## config.mk

```make
export PLATFORM = sky130hd
export DESIGN_NAME = adaptive_traffic_arbiter_n
export DESIGN_NICKNAME = d
export VERILOG_FILES = /design/src/rtl/ata_pkg.sv /design/src/rtl/ata_next_sel.sv /design/src/rtl/adaptive_traffic_arbiter_n.sv
export SDC_FILE = /design/constraint.sdc
export NUM_CORES = 1
export LEC_CHECK = 0
export BUFFER_PORTS_ARGS = -buffer_cell sky130_fd_sc_hd__buf_2
export CAP_MARGIN = 20
export CORE_ASPECT_RATIO = 1.25
export CORE_MARGIN = 2
export CORE_UTILIZATION = 51
export CTS_BUF_LIST = sky130_fd_sc_hd__clkbuf_8
export CTS_CLUSTER_DIAMETER = 60
export DETAILED_ROUTE_END_ITERATION = 10
export PLACE_DENSITY_LB_ADDON = 0.08
export REMOVE_ABC_BUFFERS = 1
export SLEW_MARGIN = 0
export SYNTH_ARGS = -nofsm -noshare
export SYNTH_HDL_FRONTEND = slang
export SYNTH_HIERARCHICAL = 1
export SYNTH_SLANG_ARGS = --single-unit
```

## constraint.sdc

```tcl
create_clock -name clk -period 3.96 [get_ports clk]
set_clock_uncertainty 0.05 [all_clocks]
set_input_delay 0.792 -clock clk [delete_from_list [all_inputs] [get_ports clk]]
set_output_delay 0.792 -clock clk [all_outputs]
set_load 0.005 [all_outputs]
```

## src/rtl/ata_pkg.sv

```systemverilog
// ata_pkg: shared phase/lamp encodings and index helper for adaptive_traffic_arbiter_n.
package ata_pkg;
  localparam logic [1:0] PH_GREEN  = 2'b00;
  localparam logic [1:0] PH_AMBER  = 2'b01;
  localparam logic [1:0] PH_ALLRED = 2'b10;
  localparam logic [2:0] LAMP_GREEN = 3'b001;
  localparam logic [2:0] LAMP_AMBER = 3'b010;
  localparam logic [2:0] LAMP_RED   = 3'b100;
  function automatic int inc_mod(input int i, input int n);
    return (i + 1 >= n) ? 0 : i + 1;
  endfunction
endpackage

```

## src/rtl/ata_next_sel.sv

```systemverilog
// ata_next_sel: picks the highest-demand other approach, ties to the first in round-robin order.
module ata_next_sel
  import ata_pkg::*;
#(
  parameter int N_WAY  = 4,
  parameter int SENS_W = 2
) (
  input  logic [N_WAY*SENS_W-1:0]   sens,
  input  logic [$clog2(N_WAY)-1:0]  active_idx,
  output logic [$clog2(N_WAY)-1:0]  next_idx,
  output logic [SENS_W-1:0]         max_other
);
  localparam int IW = $clog2(N_WAY);
  always_comb begin
    logic [IW-1:0] j;
    j = IW'(inc_mod(int'(active_idx), N_WAY));
    next_idx = j;
    max_other = '0;
    for (int k = 1; k < N_WAY; k++) begin
      if (sens[j*SENS_W +: SENS_W] > max_other) begin
        max_other = sens[j*SENS_W +: SENS_W];
        next_idx = j;
      end
      j = IW'(inc_mod(int'(j), N_WAY));
    end
  end
endmodule

```

## src/rtl/adaptive_traffic_arbiter_n.sv

```systemverilog
// adaptive_traffic_arbiter_n: N-way green/amber/all-red controller with demand-driven selection.
// Optional emergency preemption enabled by defining ATA_EMERG_PREEMPT_EN.
module adaptive_traffic_arbiter_n
  import ata_pkg::*;
#(
  parameter int N_WAY       = 4,
  parameter int SENS_W      = 2,
  parameter int CNT_W       = 6,
  parameter int GREEN_TIME  = 30,
  parameter int AMBER_TIME  = 3,
  parameter int ALLRED_TIME = 1,
  parameter int MAX_EXT     = 2
) (
  input  logic                      clk,
  input  logic                      rst_n,
  input  logic                      tick,
  input  logic [N_WAY*SENS_W-1:0]   sens,
`ifdef ATA_EMERG_PREEMPT_EN
  input  logic                      emerg_req,
  input  logic [$clog2(N_WAY)-1:0]  emerg_idx,
`endif
  output logic [3*N_WAY-1:0]        lights,
  output logic [1:0]                phase,
  output logic [$clog2(N_WAY)-1:0]  active_idx,
  output logic [CNT_W-1:0]          timer,
  output logic                      phase_start
);
  localparam int IW = $clog2(N_WAY);
  localparam int EW = $clog2(MAX_EXT + 2);
  logic [1:0] phase_d, phase_q;
  logic [IW-1:0] active_d, active_q, next_d, next_q, sel_idx, emerg_tgt;
  logic [CNT_W-1:0] timer_d, timer_q;
  logic [EW-1:0] ext_d, ext_q;
  logic [3*N_WAY-1:0] lights_d, lights_q;
  logic phase_start_d, phase_start_q;
  logic [SENS_W-1:0] max_other, cur_sens;
  logic expire, preempt, hold;
  ata_next_sel #(.N_WAY(N_WAY), .SENS_W(SENS_W)) u_sel (
    .sens(sens), .active_idx(active_q), .next_idx(sel_idx), .max_other(max_other)
  );
`ifdef ATA_EMERG_PREEMPT_EN
  assign preempt   = emerg_req && emerg_idx != active_q;
  assign hold      = emerg_req && emerg_idx == active_q;
  assign emerg_tgt = emerg_idx;
`else
  assign preempt   = 1'b0;
  assign hold      = 1'b0;
  assign emerg_tgt = '0;
`endif
  assign cur_sens = sens[active_q*SENS_W +: SENS_W];
  assign expire   = tick && timer_q == '0;
  always_comb begin
    phase_d  = phase_q;
    active_d = active_q;
    next_d   = next_q;
    ext_d    = ext_q;
    timer_d  = (tick && timer_q != '0) ? timer_q - CNT_W'(1) : timer_q;
    case (phase_q)
      PH_GREEN:
        if (preempt) begin
          phase_d = PH_AMBER;
          timer_d = CNT_W'(AMBER_TIME - 1);
        end else if (expire) begin
          timer_d = CNT_W'(GREEN_TIME - 1);
          // Extend only while this approach strictly dominates and the cap allows it
          if (!hold && max_other != '0) begin
            if (cur_sens > max_other && ext_q < EW'(MAX_EXT)) ext_d = ext_q + EW'(1);
            else begin
              phase_d = PH_AMBER;
              timer_d = CNT_W'(AMBER_TIME - 1);
            end
          end
        end
      PH_AMBER:
        if (expire) begin
          phase_d = PH_ALLRED;
          timer_d = CNT_W'(ALLRED_TIME - 1);
          next_d  = preempt ? emerg_tgt : sel_idx;
        end
      PH_ALLRED:
        if (expire) begin
          phase_d  = PH_GREEN;
          active_d = next_q;
          timer_d  = CNT_W'(GREEN_TIME - 1);
          ext_d    = '0;
        end
      default: begin
        phase_d = PH_GREEN;
        timer_d = CNT_W'(GREEN_TIME - 1);
      end
    endcase
    for (int i = 0; i < N_WAY; i++)
      lights_d[i*3 +: 3] = (IW'(i) != active_d || phase_d == PH_ALLRED) ? LAMP_RED :
                           (phase_d == PH_AMBER) ? LAMP_AMBER : LAMP_GREEN;
    phase_start_d = phase_d != phase_q;
  end
  always_ff @(posedge clk) begin
    if (!rst_n) begin
      phase_q       <= PH_GREEN;
      active_q      <= '0;
      next_q        <= '0;
      timer_q       <= CNT_W'(GREEN_TIME - 1);
      ext_q         <= '0;
      lights_q      <= {{(N_WAY-1){LAMP_RED}}, LAMP_GREEN};
      phase_start_q <= 1'b0;
    end else begin
      phase_q       <= phase_d;
      active_q      <= active_d;
      next_q        <= next_d;
      timer_q       <= timer_d;
      ext_q         <= ext_d;
      lights_q      <= lights_d;
      phase_start_q <= phase_start_d;
    end
  end
  assign lights      = lights_q;
  assign phase       = phase_q;
  assign active_idx  = active_q;
  assign timer       = timer_q;
  assign phase_start = phase_start_q;
endmodule

```

==> flow_metrics.py <==
metrics = {
    "routing": {
        "drt-vias-per-instance": 5.75,
        "routed_wl_microns": 3940,
        "routed-via-count": 1529,
        "drt-pass1-iter-count": 4,
        "route.antenna.remaining_nets": 0,
        "post_drt_wl_per_cell_microns": 14.8,
        "drt_iter0_markers": 30,
        "residual_drc_count": 0,
    },
    "logic_synthesis": {
        "syn-cell-area_sq_mm": 0.00167,
        "synth_enable_flop_cells": 0,
        "yosys.area_share.simple_pct": 22.2,
        "synthArstFlopShare_pct": 0,
        "synth_top_family_by_area": "simple AND/OR/NAND/NOR gates",
        "synth-xor-area-share_pct": 2.62,
        "synth_top_cell_by_area": "dfxtp_1",
        "synthCells": 181,
        "postSynthRegisterBits": 27,
        "synth-compound-area-share_pct": 18.7,
        "yosys_warnings": 6,
        "netlist-cell-type-count": 54,
        "netlist_top_cells_area": "dfxtp_1 (32%), ha_1 (7.5%), mux2i_1 (3.6%)",
        "adder_cell_fraction_of_synth_area_pct": 7.49,
        "synthesis.area_per_instance_sq_um": 9.23,
        "synthDominantCellAreaShare_pct": 32.4,
        "synthMuxAreaShare_pct": 10.8,
        "postSynth.topFlopCell": "dfxtp_1",
        "yosysSeqAreaShare_pct": 32.4,
    },
    "critical_path": {
        "data_arrival_time_of_the_critical_path_ns": 3.88,
        "cp_cell_sequence": "ha_4, mux4_2, ha_2, o211ai_1, nand2_1, ha_1, inv_1, o22ai_2, nor2_1, a31oi_1, ha_1, a21oi_1, o21ai_1, o21a_1, a31o_2, buf_4, nor2_1",
        "critPathLaunchType": "flip-flop",
        "path_buf_inv": 2,
        "crit_required_ns": 4.12,
        "cp_slowest_stage_delay_ns": 0.51,
        "slowest_stage": "mux4_2",
        "peak_fanout_along_the_critical_path": 5,
        "criticalPathCategory": "reg -> reg",
        "crit_path_end_kind": "flip-flop",
        "cp_top_family": "compound AO/OA/AOI/OAI gates",
    },
    "die": {
        "core-area_sq_mm": 0.00317,
        "die-height_microns": 68.0,
        "initial_utilization_pct": 52.8,
        "dieWidth_microns": 55.2,
        "std_cell_rows": 23,
        "io_pins": 34,
        "dieArea_sq_mm": 0.00375,
    },
    "min_path": {
        "min_delay_path_class": "reg -> reg",
    },
    "timing": {
        "maxSlewHeadroom_pct": 50.7,
        "fmax_mhz": 268,
        "final.min_clock_period_ns": 3.73,
        "final_setup_tns_ns": 0,
        "post-route-period-util_pct": 94.1,
        "final-max-slew-violation-count": 0,
        "unrepaired_setup_endpoints_after_global_routing": "no",
        "timing_hold_violations_final": 0,
        "postLayoutSetupSlackWorst_ns": 0.234,
        "finalSetupViolCount": 0,
        "worstMarginPinSlew_ns": 0.737,
    },
    "place": {
        "detailedPlacementHpwl_microns": 3090,
        "buffer_ports.inserted": 33,
        "place.gp.congestion": 0.860,
        "dpl.cell_count": 260,
        "dp_slack_ns": -0.269,
    },
    "grt": {
        "grt_antenna_before_repair": 0,
        "track_usage_pct": 22.9,
        "grt_pass1_wl_microns": 6360,
        "number_of_global_route_vias_before_repair": 1469,
        "largest_net_degree_at_the_start_of_global_routing": 17,
        "total_global_routing_overflow": 0,
    },
    "clocking": {
        "clkTransAtPathRegs_ns": 0.10,
        "clock_tree_buf_depth": 2,
        "cts_inserted_buffers": 3,
        "root_buffer": "clkbuf_8",
        "cts.hold.buffers_added": 0,
        "h-tree-depth": 1,
        "clock_sinks": 27,
        "tritoncts": "done",
        "clock_latency_late_sink_ns": 0.27,
    },
    "job": {
        "maxCapViolCount": 0,
    },
    "layout": {
        "layout.cells.non_filler": 266,
        "finalNetCount": 251,
        "num_antenna_cells": 0,
        "finish.utilization_pct": 65.4,
        "post_route_cells_drive_above_1_share_pct": 34.9,
        "area_grow_syn2layout_pct": 24.0,
    },
    "pwr": {
        "power_density_mw_per_mm2": 259,
        "vdd_ir_drop_max_v": 0.000311,
        "power.leakage_uw": 0.000880,
    },
    "status": {
        "run_status": "finished clean",
    },
}
## report_power, final
group | switching [uW] | internal (uW) | leakage [uW] | total (uW)
registers | 2.97 | 274 | 0.000219 | 277
logic | 51.5 | 49.6 | 0.000640 | 101
clock network | 86.5 | 71.3 | 0.0000217 | 158
## worst paths after layout
check                start         to  slack [ns]  cells after the start
max          active_idx[0]  lights[3]        0.23                     17
min              next_q[1]  next_q[1]        0.46                      2
max reg2reg  active_idx[0]  lights[3]        0.23                     17
min reg2reg      next_q[1]  next_q[1]        0.46                      2
## worst register-to-register path, delay by kind of cell (launching register included)
kind                     cells  cell delay [ns]
AO/OA/AOI/OAI                7             1.26
multiplexers                 1             0.51
buffers and inverters        2             0.18
flip-flops                   1             0.35
adder cells (fa/ha/maj)      4             1.10
AND/OR/NAND/NOR              3             0.24
## routing by layer
metal	global-route usage, %	share of wire, %	up-vias
li1	-	-	764
met2	45.1	56	25
met5	0	0	-
met3	2.18	2.5	2
met1	25.2	41	738
met4	5.18	0.51	0
## area by class of cell
class | instances | area (sq um)
Fill cell | 290 | 1090
Multi-Input combinational cell | 133 | 1080
Tap cell | 37 | 46.3
Timing Repair Buffer | 50 | 293
Inverter | 15 | 56.3
Clock buffer | 3 | 41.3
Clock inverter | 1 | 7.51
Sequential cell | 27 | 542
## synth_stat cells (3+ instances only)
cell and n:
dfxtp_1 27, nor2_1 16, inv_1 14, ha_1 10, nand2_1 10, nor3_1 8, a21oi_1 7, o21ai_0 7
mux2i_1 6, nand3_1 6, a31oi_1 3, clkbuf_1 3, nand2b_1 3, o211ai_1 3, xnor2_1 3
## registers in the layout, summed over array words and instances (netlist names)
signal	flops
active_idx	2
ext_q	2
lights	12
next_q	2
phase	2
phase_start	1
timer	6
## through the flow
step | instance area (sq um) | hold slack [ns] | power, uW
floorplan | 1630 | 0.400 | 339
finish | 2070 | 0.459 | 536
global placement | 1950 | 0.426 | 373
CTS | 2010 | 0.462 | 532
detailed placement | 1950 | 0.449 | 377
global route | 2070 | 0.493 | 558
## timing repair
item                       CTS  global route
setup endpoints to repair    5            17
gates resized for setup      2            12
setup buffers                0             2
pin swaps                    0             6
## cells in the final DEF, fill, tap and decap left out, types with 2 or more instances in the layout
cell,instances
a211o_1,2
a211oi_1,2
a21oi_1,6
a221oi_1,2
a31oi_1,3
a32o_1,2
and2_1,2
and3_1,2
buf_2,33
buf_4,17
clkbuf_8,3
dfxtp_1,26
ha_1,8
inv_1,14
mux2i_1,4
mux2i_2,2
mux4_2,3
nand2_1,10
nand2b_1,3
nand3_1,6
nor2_1,16
nor2b_1,2
nor3_1,8
o211ai_1,3
o211ai_2,2
o21a_1,2
o21ai_0,6
o21ai_1,2
o31ai_1,2
xnor2_1,3
xor2_1,2
## cells by family after synthesis
logic type                 count (synthesis)
and+or+nand+nor                           64
buffers and inverters                     21
adders and majority gates                 10
muxes                                     12
DFF                                       27
xor gates and xnor gates                   5
AOI/OAI and AO/OA                         42
Power figures use the tool's default switching activity.
